==> src/rtl/uart_tx_frame_if.sv <==
// -----------------------------------------------------------------------------
// uart_tx_frame_if
// Purpose : bundles the parallel-word request side and the serial/status side
//           of the UART transmitter.
// Signals : p_data, data_valid, parity_enable, parity_type, prescale
//           (requester -> transmitter); tx_out, busy (transmitter -> requester).
//           stop_bits (requester -> transmitter) exists only when
//           UART_TX_TWO_STOP_EN is defined.
// Modports: master = requester side, slave = transmitter side.
// -----------------------------------------------------------------------------
interface uart_tx_frame_if #(
    parameter int unsigned DATA_WIDTH     = 8,
    parameter int unsigned PRESCALE_WIDTH = 6
);
    logic [DATA_WIDTH-1:0]     p_data;
    logic                      data_valid;
    logic                      parity_enable;
    logic                      parity_type;
    logic [PRESCALE_WIDTH-1:0] prescale;
`ifdef UART_TX_TWO_STOP_EN
    logic                      stop_bits;
`endif
    logic                      tx_out;
    logic                      busy;

    modport master (
        output p_data,
        output data_valid,
        output parity_enable,
        output parity_type,
        output prescale,
`ifdef UART_TX_TWO_STOP_EN
        output stop_bits,
`endif
        input  tx_out,
        input  busy
    );

    modport slave (
        input  p_data,
        input  data_valid,
        input  parity_enable,
        input  parity_type,
        input  prescale,
`ifdef UART_TX_TWO_STOP_EN
        input  stop_bits,
`endif
        output tx_out,
        output busy
    );
endinterface

==> src/rtl/uart_tx_frame.sv <==
// -----------------------------------------------------------------------------
// uart_tx_frame
// Purpose : UART transmitter. Accepts one word per data_valid handshake while
//           idle and serialises it LSB-first: start, DATA_WIDTH data bits,
//           optional parity, stop. Each bit lasts prescale clock cycles.
// Ports   : clk_based_on_prescale - oversampled clock (prescale x baud)
//           asy_reset             - asynchronous reset, active-low
//           bus (slave modport)   - p_data, data_valid, parity_enable,
//                                   parity_type, prescale in; tx_out, busy out
// Options : UART_TX_TWO_STOP_EN - adds bus.stop_bits; when the latched value
//           is 1 a second stop period is sent.
// -----------------------------------------------------------------------------
module uart_tx_frame #(
    parameter int unsigned DATA_WIDTH     = 8,
    parameter int unsigned PRESCALE_WIDTH = 6
) (
    input  logic          clk_based_on_prescale,
    input  logic          asy_reset,
    uart_tx_frame_if.slave bus
);
    localparam int unsigned IDX_W = (DATA_WIDTH > 1) ? $clog2(DATA_WIDTH) : 1;
    localparam logic [IDX_W-1:0] LAST_IDX = IDX_W'(DATA_WIDTH - 1);

    typedef enum logic [2:0] {
        StIdle,
        StStart,
        StData,
        StParity,
        StStop
    } state_e;

    state_e                    r_state,      w_state_next;
    logic [DATA_WIDTH-1:0]     r_data,       w_data_next;
    logic                      r_par_en,     w_par_en_next;
    logic                      r_par_type,   w_par_type_next;
    logic [PRESCALE_WIDTH-1:0] r_prescale,   w_prescale_next;
    logic [PRESCALE_WIDTH-1:0] r_cnt,        w_cnt_next;
    logic [IDX_W-1:0]          r_idx,        w_idx_next;
    logic                      r_tx,         w_tx_next;
    logic                      r_busy,       w_busy_next;
`ifdef UART_TX_TWO_STOP_EN
    logic                      r_stop2,      w_stop2_next;
    logic                      r_stop_second, w_stop_second_next;
`endif

    logic [PRESCALE_WIDTH-1:0] w_last;
    logic [IDX_W-1:0]          w_idx_inc;
    logic                      w_parity;

    // A latched prescale of 0 behaves as 1: the period counter never leaves 0.
    assign w_last    = (r_prescale == '0) ? '0 : r_prescale - 1'b1;
    assign w_idx_inc = r_idx + 1'b1;
    assign w_parity  = (^r_data) ^ r_par_type;

    always_ff @(posedge clk_based_on_prescale or negedge asy_reset) begin
        if (!asy_reset) begin
            r_state       <= StIdle;
            r_data        <= '0;
            r_par_en      <= 1'b0;
            r_par_type    <= 1'b0;
            r_prescale    <= '0;
            r_cnt         <= '0;
            r_idx         <= '0;
            r_tx          <= 1'b1;
            r_busy        <= 1'b0;
`ifdef UART_TX_TWO_STOP_EN
            r_stop2       <= 1'b0;
            r_stop_second <= 1'b0;
`endif
        end else begin
            r_state       <= w_state_next;
            r_data        <= w_data_next;
            r_par_en      <= w_par_en_next;
            r_par_type    <= w_par_type_next;
            r_prescale    <= w_prescale_next;
            r_cnt         <= w_cnt_next;
            r_idx         <= w_idx_next;
            r_tx          <= w_tx_next;
            r_busy        <= w_busy_next;
`ifdef UART_TX_TWO_STOP_EN
            r_stop2       <= w_stop2_next;
            r_stop_second <= w_stop_second_next;
`endif
        end
    end

    // Next-state logic also produces the next registered tx/busy values, so the
    // outputs change on the same edge as the state.
    always_comb begin
        w_state_next       = r_state;
        w_data_next        = r_data;
        w_par_en_next      = r_par_en;
        w_par_type_next    = r_par_type;
        w_prescale_next    = r_prescale;
        w_cnt_next         = r_cnt;
        w_idx_next         = r_idx;
        w_tx_next          = r_tx;
        w_busy_next        = r_busy;
`ifdef UART_TX_TWO_STOP_EN
        w_stop2_next       = r_stop2;
        w_stop_second_next = r_stop_second;
`endif

        if (r_state == StIdle) begin
            w_tx_next   = 1'b1;
            w_busy_next = 1'b0;
            w_cnt_next  = '0;
            w_idx_next  = '0;
            if (bus.data_valid) begin
                w_data_next     = bus.p_data;
                w_par_en_next   = bus.parity_enable;
                w_par_type_next = bus.parity_type;
                w_prescale_next = bus.prescale;
`ifdef UART_TX_TWO_STOP_EN
                w_stop2_next       = bus.stop_bits;
                w_stop_second_next = 1'b0;
`endif
                w_state_next    = StStart;
                w_tx_next       = 1'b0;
                w_busy_next     = 1'b1;
            end
        end else if (r_cnt != w_last) begin
            w_cnt_next = r_cnt + 1'b1;
        end else begin
            w_cnt_next = '0;
            unique case (r_state)
                StStart: begin
                    w_state_next = StData;
                    w_idx_next   = '0;
                    w_tx_next    = r_data[0];
                end
                StData: begin
                    if (r_idx == LAST_IDX) begin
                        if (r_par_en) begin
                            w_state_next = StParity;
                            w_tx_next    = w_parity;
                        end else begin
                            w_state_next = StStop;
                            w_tx_next    = 1'b1;
                        end
                    end else begin
                        w_idx_next = w_idx_inc;
                        w_tx_next  = r_data[w_idx_inc];
                    end
                end
                StParity: begin
                    w_state_next = StStop;
                    w_tx_next    = 1'b1;
                end
                StStop: begin
`ifdef UART_TX_TWO_STOP_EN
                    if (r_stop2 && !r_stop_second) begin
                        // Stay in STOP for one more bit period, line held high.
                        w_stop_second_next = 1'b1;
                    end else begin
                        w_stop_second_next = 1'b0;
                        w_state_next       = StIdle;
                        w_busy_next        = 1'b0;
                        w_tx_next          = 1'b1;
                    end
`else
                    w_state_next = StIdle;
                    w_busy_next  = 1'b0;
                    w_tx_next    = 1'b1;
`endif
                end
                default: begin
                    w_state_next = StIdle;
                    w_busy_next  = 1'b0;
                    w_tx_next    = 1'b1;
                end
            endcase
        end
    end

    assign bus.tx_out = r_tx;
    assign bus.busy   = r_busy;
endmodule
==> src/flat_wrapper.sv <==
// flat-port wrapper written by rule: the top's interface ports become plain ports
module uart_tx_frame_flat 
#(
    parameter int unsigned DATA_WIDTH     = 8,
    parameter int unsigned PRESCALE_WIDTH = 6
)
  (clk_based_on_prescale, asy_reset, bus_p_data, bus_data_valid, bus_parity_enable, bus_parity_type, bus_prescale, bus_tx_out, bus_busy);
  uart_tx_frame_if #(.DATA_WIDTH(DATA_WIDTH), .PRESCALE_WIDTH(PRESCALE_WIDTH)) bus_i ();
  input  logic clk_based_on_prescale;
  input  logic asy_reset;
  input wire logic [$bits(bus_i.p_data)-1:0] bus_p_data;
  input wire logic [$bits(bus_i.data_valid)-1:0] bus_data_valid;
  input wire logic [$bits(bus_i.parity_enable)-1:0] bus_parity_enable;
  input wire logic [$bits(bus_i.parity_type)-1:0] bus_parity_type;
  input wire logic [$bits(bus_i.prescale)-1:0] bus_prescale;
  output wire logic [$bits(bus_i.tx_out)-1:0] bus_tx_out;
  output wire logic [$bits(bus_i.busy)-1:0] bus_busy;
  assign bus_i.p_data = bus_p_data;
  assign bus_i.data_valid = bus_data_valid;
  assign bus_i.parity_enable = bus_parity_enable;
  assign bus_i.parity_type = bus_parity_type;
  assign bus_i.prescale = bus_prescale;
  assign bus_tx_out = bus_i.tx_out;
  assign bus_busy = bus_i.busy;
  uart_tx_frame #(.DATA_WIDTH(DATA_WIDTH), .PRESCALE_WIDTH(PRESCALE_WIDTH)) u_core (.clk_based_on_prescale(clk_based_on_prescale), .asy_reset(asy_reset), .bus(bus_i));
endmodule
==> config.mk <==
export PLATFORM = sky130hd
export DESIGN_NAME = uart_tx_frame_flat
export DESIGN_NICKNAME = d
export VERILOG_FILES = /design/src/rtl/uart_tx_frame_if.sv /design/src/rtl/uart_tx_frame.sv /design/src/flat_wrapper.sv
export SDC_FILE = /design/constraint.sdc
export NUM_CORES = 1
export LEC_CHECK = 0
export CAP_MARGIN = 25
export CORE_MARGIN = 2
export CORE_UTILIZATION = 49
export CTS_CLUSTER_DIAMETER = 100
export CTS_CLUSTER_SIZE = 10
export DETAILED_ROUTE_END_ITERATION = 8
export PLACE_DENSITY_LB_ADDON = 0.3
export SYNTH_ARGS = -nofsm -noshare
export SYNTH_HDL_FRONTEND = slang
export SYNTH_SLANG_ARGS = --single-unit
==> constraint.sdc <==
create_clock -name clk_based_on_prescale -period 2.75 [get_ports clk_based_on_prescale]
set_clock_uncertainty 0.2 [all_clocks]
set_input_delay 0.825 -clock clk_based_on_prescale [delete_from_list [all_inputs] [get_ports clk_based_on_prescale]]
set_output_delay 0.825 -clock clk_based_on_prescale [all_outputs]
set_load 0.02 [all_outputs]
* Word-level counts from Yosys, hierarchy flattened
Cells that the tools add are included.
Operators by class: add/sub/neg operators 3, order comparisons 1, equality and inequality tests 10, muxes and demuxes 25, bitwise gates (word level) 1, reductions and logical operators 9
Operators by type and width (count):
- 2-to-1 mux 3 bit | 8
- 2-to-1 mux 6 bit | 3
- 2-to-1 mux 1 bit | 10
- one-hot mux 3 bit (3 select lines) | 1
- XOR reduction 8 bit | 1
- adder 6 x 1 -> 6 bit, second input constant | 1
- == test 3 x 2 -> 1 bit, second input constant | 2
- logical NOT 6 bit | 1
- != test 6 bit | 1
- one-hot mux 3 bit (2 select lines) | 1
- AND reduction 3 bit | 2
- subtractor 6 x 1 -> 6 bit, second input constant | 1
- < comparator 3 x 4 -> 1 bit, second input constant | 1
- != test 2 x 1 -> 1 bit, second input constant | 2
- AND reduction 2 bit | 2
- adder 3 x 1 -> 3 bit, second input constant | 1
- binary-select mux 1 bit (select 3 bit) | 1
- == test 3 x 1 -> 1 bit, second input constant | 1
- == test 3 bit, second input constant | 1
- logical NOT 3 bit | 1
- != test 3 x 1 -> 1 bit, second input constant | 1
- != test 3 x 2 -> 1 bit, second input constant | 1
- nonzero test 3 bit | 1
- OR reduction 3 bit | 1
- 3 further kinds | 3
Word-level totals: register bits after elaboration 30, input port bits 19, output and inout port bits 2

* Depth between registers and ports, before layout
depth in word-level cells 7, mapped depth 8

* Least setup slack after synthesis
Ideal clock, no wire load.
kind reg-to-reg, from reg u_core.r_prescale[0], to reg u_core.r_state[2], setup time 0.125 ns, arrival time 2.315 ns, required time 2.425 ns, slack 0.110 ns, stages on the path, launching flop included 9, buffers on the path 0, period minus slack after synthesis 2.640 ns, cells stage by stage dfrtp_1 -> inv_1 -> ha_1 -> or3b_2 -> a22o_1 -> o32ai_1 -> nand4_4 -> or2_4 -> mux2_4
On the way: longest elaborated chain between the ends 5, elaborated cells between the ends (all ways) 6
RTL lines:
- from (decl) | RTL line uart_tx_frame.sv:36 | logic [PRESCALE_WIDTH-1:0] r_prescale, w_prescale_next;
- from (signal assigned) | RTL line uart_tx_frame.sv:75 | r_prescale <= w_prescale_next;
- subtractor 6 x 1 -> 6 bit / logical NOT 6 bit (equally long branches) | RTL line uart_tx_frame.sv:51 | assign w_last = (r_prescale == '0) ? '0 : r_prescale - 1'b1;
- 2-to-1 mux 6 bit (*) | RTL line uart_tx_frame.sv:51
- != test 6 bit (*) | RTL line uart_tx_frame.sv:122 | end else if (r_cnt != w_last) begin
- != test 2 x 1 -> 1 bit (no source line) (*)
- AND reduction 3 bit (no source line) (*)
- to (signal assigned) | RTL line uart_tx_frame.sv:57 | r_state <= StIdle;
- to (signal assigned) | RTL line uart_tx_frame.sv:71 | r_state <= w_state_next;
- to (decl) | RTL line uart_tx_frame.sv:32 | state_e r_state, w_state_next;
Every way passes the cells marked *; elsewhere a longest branch is shown, timed or not. A chain may end at the register's enable or synchronous reset.

* Final worst setup path
Same ends and word-level chain as after synthesis.

==> flow_metrics.py <==
metrics = {
    "status": {
        "outcome": "complete, no violations",
    },
    "critical_path": {
        "start_kind": "flop",
        "cp.arrival_ps": 2670,
        "end_kind": "flop",
        "cp_slowest_cell": "or3b_2",
        "crit_chain": "inv_1 -> ha_4 -> or3b_2 -> a22o_1 -> o32ai_4 -> nand4_4 -> or2_4 -> mux2_4",
        "max_stage_delay_ps": 430,
        "path_delay_family": "simple AND/OR/NAND/NOR gates",
        "worstSetupPathType": "reg -> reg",
        "crit_buf_inv": 1,
        "cp.required_ps": 2770,
        "crit_path_max_fanout": 6,
    },
    "global_route": {
        "grt_max_degree": 31,
        "grt_usage": 0.187,
        "grt_pass1_vias": 1230,
        "grt_pass1_wl_um": 5640,
        "grt_overflow_total": 0,
        "antenna_found_initial": 0,
    },
    "synthesis": {
        "synth-async-reset-ratio": 1.00,
        "synth_fp_nets": 173,
        "synthesis.area_um2": 1700,
        "synth-seq-cells": 30,
        "synth_commonest_cells": "dfrtp_1 (29), mux2_2 (16), nor2_1 (10)",
        "ys_seq_area_frac": 0.443,
        "synth.top_cells.by_area": "dfrtp_1 (43%), mux2_2 (11%), xnor2_1 (4.1%)",
        "ys_warn_count": 0,
        "synth_edf_count": 0,
        "ys.flop_type": "dfrtp_1",
        "synthCells": 150,
        "avgSynthCellArea_um2": 11.3,
        "yosys.area.top_type": "dfrtp_1",
        "synth.distinct_cells": 44,
        "yosysTopAreaCellShare": 0.427,
        "synth.most_common_cell": "dfrtp_1",
    },
    "floorplan": {
        "die_w_um": 62.9,
        "rows": 21,
        "die_h_um": 62.9,
        "die_area_um2": 3950,
        "start_util": 0.509,
        "core_area_um2": 3340,
        "pin_count": 21,
    },
    "clock_tree": {
        "postCtsHoldBufs": 0,
        "path_clk_slew_ps": 90,
        "numCtsBuffers": 5,
        "cts_tree": "done",
        "htree_levels": 2,
        "cts-resized-gates": 0,
        "postCtsSetupRepairBufs": 0,
        "clkSinkCount": 30,
        "clock_latency_ps": 340,
        "cts_root_buf": "clkbuf_4",
        "cts.path.max_buffers": 2,
    },
    "placement": {
        "hpwl_um": 2340,
        "gp_congestion": 0.780,
        "port-buffer-count": 20,
    },
    "routing": {
        "routed-via-count": 1235,
        "firstDrtPassIters": 4,
        "wl_met3_um": 107,
        "wl_per_cell_um": 14.3,
        "dr_wl_met2_um": 1640,
        "final_antenna_net_count": 0,
        "first_iter_violations": 33,
        "vias_per_cell": 5.44,
        "top_layer": "met4",
        "drt-met1-wl_um": 1440,
        "remaining_drc_errors": 0,
        "wl_um": 3240,
    },
    "cells_and_area": {
        "layout-drive-gt1-share": 0.249,
        "seq_area_um2": 752,
        "multi_input_area_um2": 948,
        "layout.nets": 203,
        "area_growth_pct": 23.6,
        "fillCellCount": 287,
        "diodes": 0,
    },
    "sta": {
        "period_minus_slack_ps": 2640,
        "rsz0062_at_grt": "false",
        "period_share": 0.961,
        "setup_viol": 0,
        "slew_headroom": 0.651,
        "whs_ps": 330,
        "worst_pin_slew_ps": 522,
        "drv_slew": 0,
        "fmax_ghz": 0.379,
        "tns_ps": 0,
        "hold_viol": 0,
    },
    "pwr": {
        "p_per_area_nw_per_um2": 1310,
        "power.ir.vdd_worst_v": 0.000738,
        "p_leak_nw": 0.870,
    },
    "hold_path": {
        "hp-class": "reg -> reg",
    },
    "job": {
        "drv_cap": 0,
    },
}
## final timing paths
path,end,cells after the start,from,slack [ps]
worst min register to register,u_core.r_idx[1],2,u_core.r_idx[1],330
worst max-delay path,u_core.r_state[2],8,u_core.r_prescale[0],110
max in group asynchronous,u_core.bus.tx_out,2,asy_reset,1360
worst min-delay path,u_core.r_idx[1],2,u_core.r_idx[1],330
worst max register to register,u_core.r_state[2],8,u_core.r_prescale[0],110
min in group asynchronous,u_core.r_cnt[0],2,asy_reset,660
## cell usage in the layout (no fill, tap or decap), types with 2 or more instances in the layout
cell type,synthesis,routed
o21ai_0,9,9
o211ai_1,2,2
mux2i_1,3,3
nand2b_1,2,2
o2bb2ai_1,2,2
or4_4,2,2
o31ai_1,2,2
clkbuf_4,0,5
nor2_1,10,10
xnor2_1,8,8
mux4_2,2,2
buf_4,0,6
nand2_1,7,7
ha_1,4,3
inv_1,6,6
a21oi_1,3,3
or3_1,2,2
nand3_1,5,5
clkbuf_1,2,2
mux2_2,16,16
xor2_1,7,7
nor3_1,3,3
clkdlybuf4s50_1,0,20
dfrtp_1,29,29
## layer usage
metal / global-route usage / vias to the layer above
met5: 0 / -
met3: 0.0378 / 6
met4: 0.100 / 0
met2: 0.306 / 25
met1: 0.231 / 599
li1: - / 605
## cell type report
class,instances,share of cell area
Inverter,6,0.0107
Timing Repair Buffer,26,0.117
Clock buffer,7,0.0214
Sequential cell,30,0.358
Multi-Input combinational cell,111,0.451
Tap cell,46,0.0274
Clock inverter,1,0.0143
## state kept, by name (all words and copies together), names as in the netlist
register	cells
u_core.r_cnt	6
u_core.r_prescale	6
u_core.r_state	3
u_core.r_idx	3
u_core.bus.busy	1
u_core.r_par_type	1
u_core.bus.tx_out	1
u_core.r_data	8
u_core.r_par_en	1
## logic make-up (layout without fill, tap and decap cells)
| kind of cell | after synthesis | count (layout) | synth area share |
|---|---|---|---|
| flops | 30 | 30 | 0.443 |
| buf+inv | 9 | 40 | 0.0206 |
| mux | 22 | 22 | 0.159 |
| fa+ha+maj | 4 | 4 | 0.0295 |
| xor+xnor | 16 | 16 | 0.0906 |
| simple gates | 42 | 42 | 0.147 |
| compound gates | 27 | 27 | 0.111 |
## worst reg2reg max path, stage by stage, from the launching register on
cell	delay, ps
dfrtp_1	400
inv_1	130
ha_4	230
or3b_2	430
a22o_1	240
o32ai_4	150
nand4_4	170
or2_4	310
mux2_4	290
## stage by stage
stage	area, um2	utilization	std cells	worst slack (ps)	power (mW)
2_1_floorplan	1700	-	150	110	1.96
3_3_place_gp	1990	0.596	219	112	2.24
3_5_place_dp	1990	0.596	219	48.1	2.31
4_1_cts	2060	0.619	227	18.7	2.66
5_1_grt	2100	0.630	227	2.84	2.98
6_report	2100	0.630	227	108	2.75
## where the power goes
group          internal, mW  switching [mW]
clock network         0.193           0.155
registers             0.656           0.252
logic                 0.837           0.659
(Power assumes the default switching activity.)
==> RTL change, RTL diff (same settings) <==
The 5 states of `state_e` get a one-hot encoding in 5 bits.
--- a/src/rtl/uart_tx_frame.sv
+++ b/src/rtl/uart_tx_frame.sv
@@ -21,12 +21,12 @@
     localparam int unsigned IDX_W = (DATA_WIDTH > 1) ? $clog2(DATA_WIDTH) : 1;
     localparam logic [IDX_W-1:0] LAST_IDX = IDX_W'(DATA_WIDTH - 1);
 
-    typedef enum logic [2:0] {
-        StIdle,
-        StStart,
-        StData,
-        StParity,
-        StStop
+    typedef enum logic [4:0] {
+        StIdle   = 5'b00001,
+        StStart  = 5'b00010,
+        StData   = 5'b00100,
+        StParity = 5'b01000,
+        StStop   = 5'b10000
     } state_e;
 
     state_e                    r_state,      w_state_next;
Behaviour: same outputs for any inputs over 10 cycles, from zero or initial values and one cycle with asy_reset low; not proved beyond that.
==> RTL change against the original RTL <==
Count of clock-buffer cells in the layout up 1; sequential cell count up 2; via count up 13%; sequential share of layout area down 0.27 points; fmax down 0.52%; clock power up 7.5%; utilization about the same; synthesized area up 6.0%; total power up 1.7%; final area up 8.0%; worst setup slack worse by 0.014 ns; routed wire length up 20%.
==> RTL change: results (changes against the original RTL) <==
Status - complete, no violations (unchanged)
First-pass GRT wire length - 6.03 mm (was 5.64 mm)
Nets - 218 (was 203)
Synth cell count leaders - dfrtp_1 (30), mux2_2 (18), nor2_1 (12), o21ai_0 (12), nand2_1 (11) (was dfrtp_1 (29), mux2_2 (16), nor2_1 (10))
Reg2reg path depth - 6 (was 8)
Placed cells - 232 (was 219)
Wire length per cell - 15.9 µm (was 14.3 µm)
Metal3 WL - 158 µm (was 107 µm)
Met3 Usage GRT - 5.03% (was 3.78%)
Later-pin clock latency in the skew report - 0.29 ns (was 0.34 ns)
FMAX - 377 MHz (was 379 MHz)
Clk tree area frac - 3.97% (was 3.57%)
Switch share - 41.5% (was 38.7%)
Comb_multi_in - 125 (was 111)
Filler instances - 286 (was 287)
Met2 usage - 34.0% (was 30.6%)
Final cell count without fillers - 244 (was 227)
Clock share of power - 13.3% (was 12.6%)
Worst hold margin - 0.311 ns (was 0.330 ns)
Pleak - 0.907 nW (was 0.870 nW)
Layout Utilization - 62.9% (was 63.0%)
Cell variety after synth - 41 (was 44)
Metal2 WL - 2.07 mm (was 1.64 mm)
Via Count - 1390 (was 1235)
Sequential Area - 806 µm² (was 752 µm²)
Crit path DAT - 2.66 ns (was 2.67 ns)
Largest net degree at the start of global routing - 33 (was 31)
Top cells by area, synth - dfrtp_1 (42%), mux2_2 (11%), xnor2_1 (3.9%) (was dfrtp_1 (43%), mux2_2 (11%), xnor2_1 (4.1%))
Maximum VDD drop - 0.000533 V (was 0.000738 V)
Post-Layout Inst Area - 0.00227 mm² (was 0.00210 mm²)
Clk root buf - clkbuf_8 (was clkbuf_4)
GPL Wtd Cong - 0.828 (was 0.780)
Synthesized instance count - 165 (was 150)
CTS clk-pin slew, worst paths - 0.07 ns (was 0.09 ns)
Met1 wire length - 1.57 mm (was 1.44 mm)
RTL change: path summary, 6_finish.rpt:
path / end / startpoint
hold reg to reg: u_core.r_state[0] / u_core.r_state[0]
hold / removal: u_core.r_state[0] / u_core.r_state[0]
setup / recovery: u_core.r_state[2] / u_core.r_prescale[3]
max in group asynchronous: u_core.bus.tx_out / asy_reset
setup reg to reg: u_core.r_state[2] / u_core.r_prescale[3]
min in group asynchronous: u_core.r_prescale[4] / asy_reset
RTL change: what timing repair did:
action                     4_1_cts  5_1_grt
buffers inserted                 0        3
resized for setup                0       14
hold endpoints to repair         0        0
setup endpoints to repair        0        5
RTL change: kinds of logic (layout without fill, tap and decap cells):
logic type	count (synthesis)	count (layout)	synth area share (%)
and+or+nand+nor	53	53	15.8
DFF	32	32	44.6
AOI/OAI and AO/OA	28	29	10.8
muxes	25	25	16.5
xor gates and xnor gates	14	14	7.57
buffers and inverters	9	39	1.88
adders and majority gates	4	4	2.78
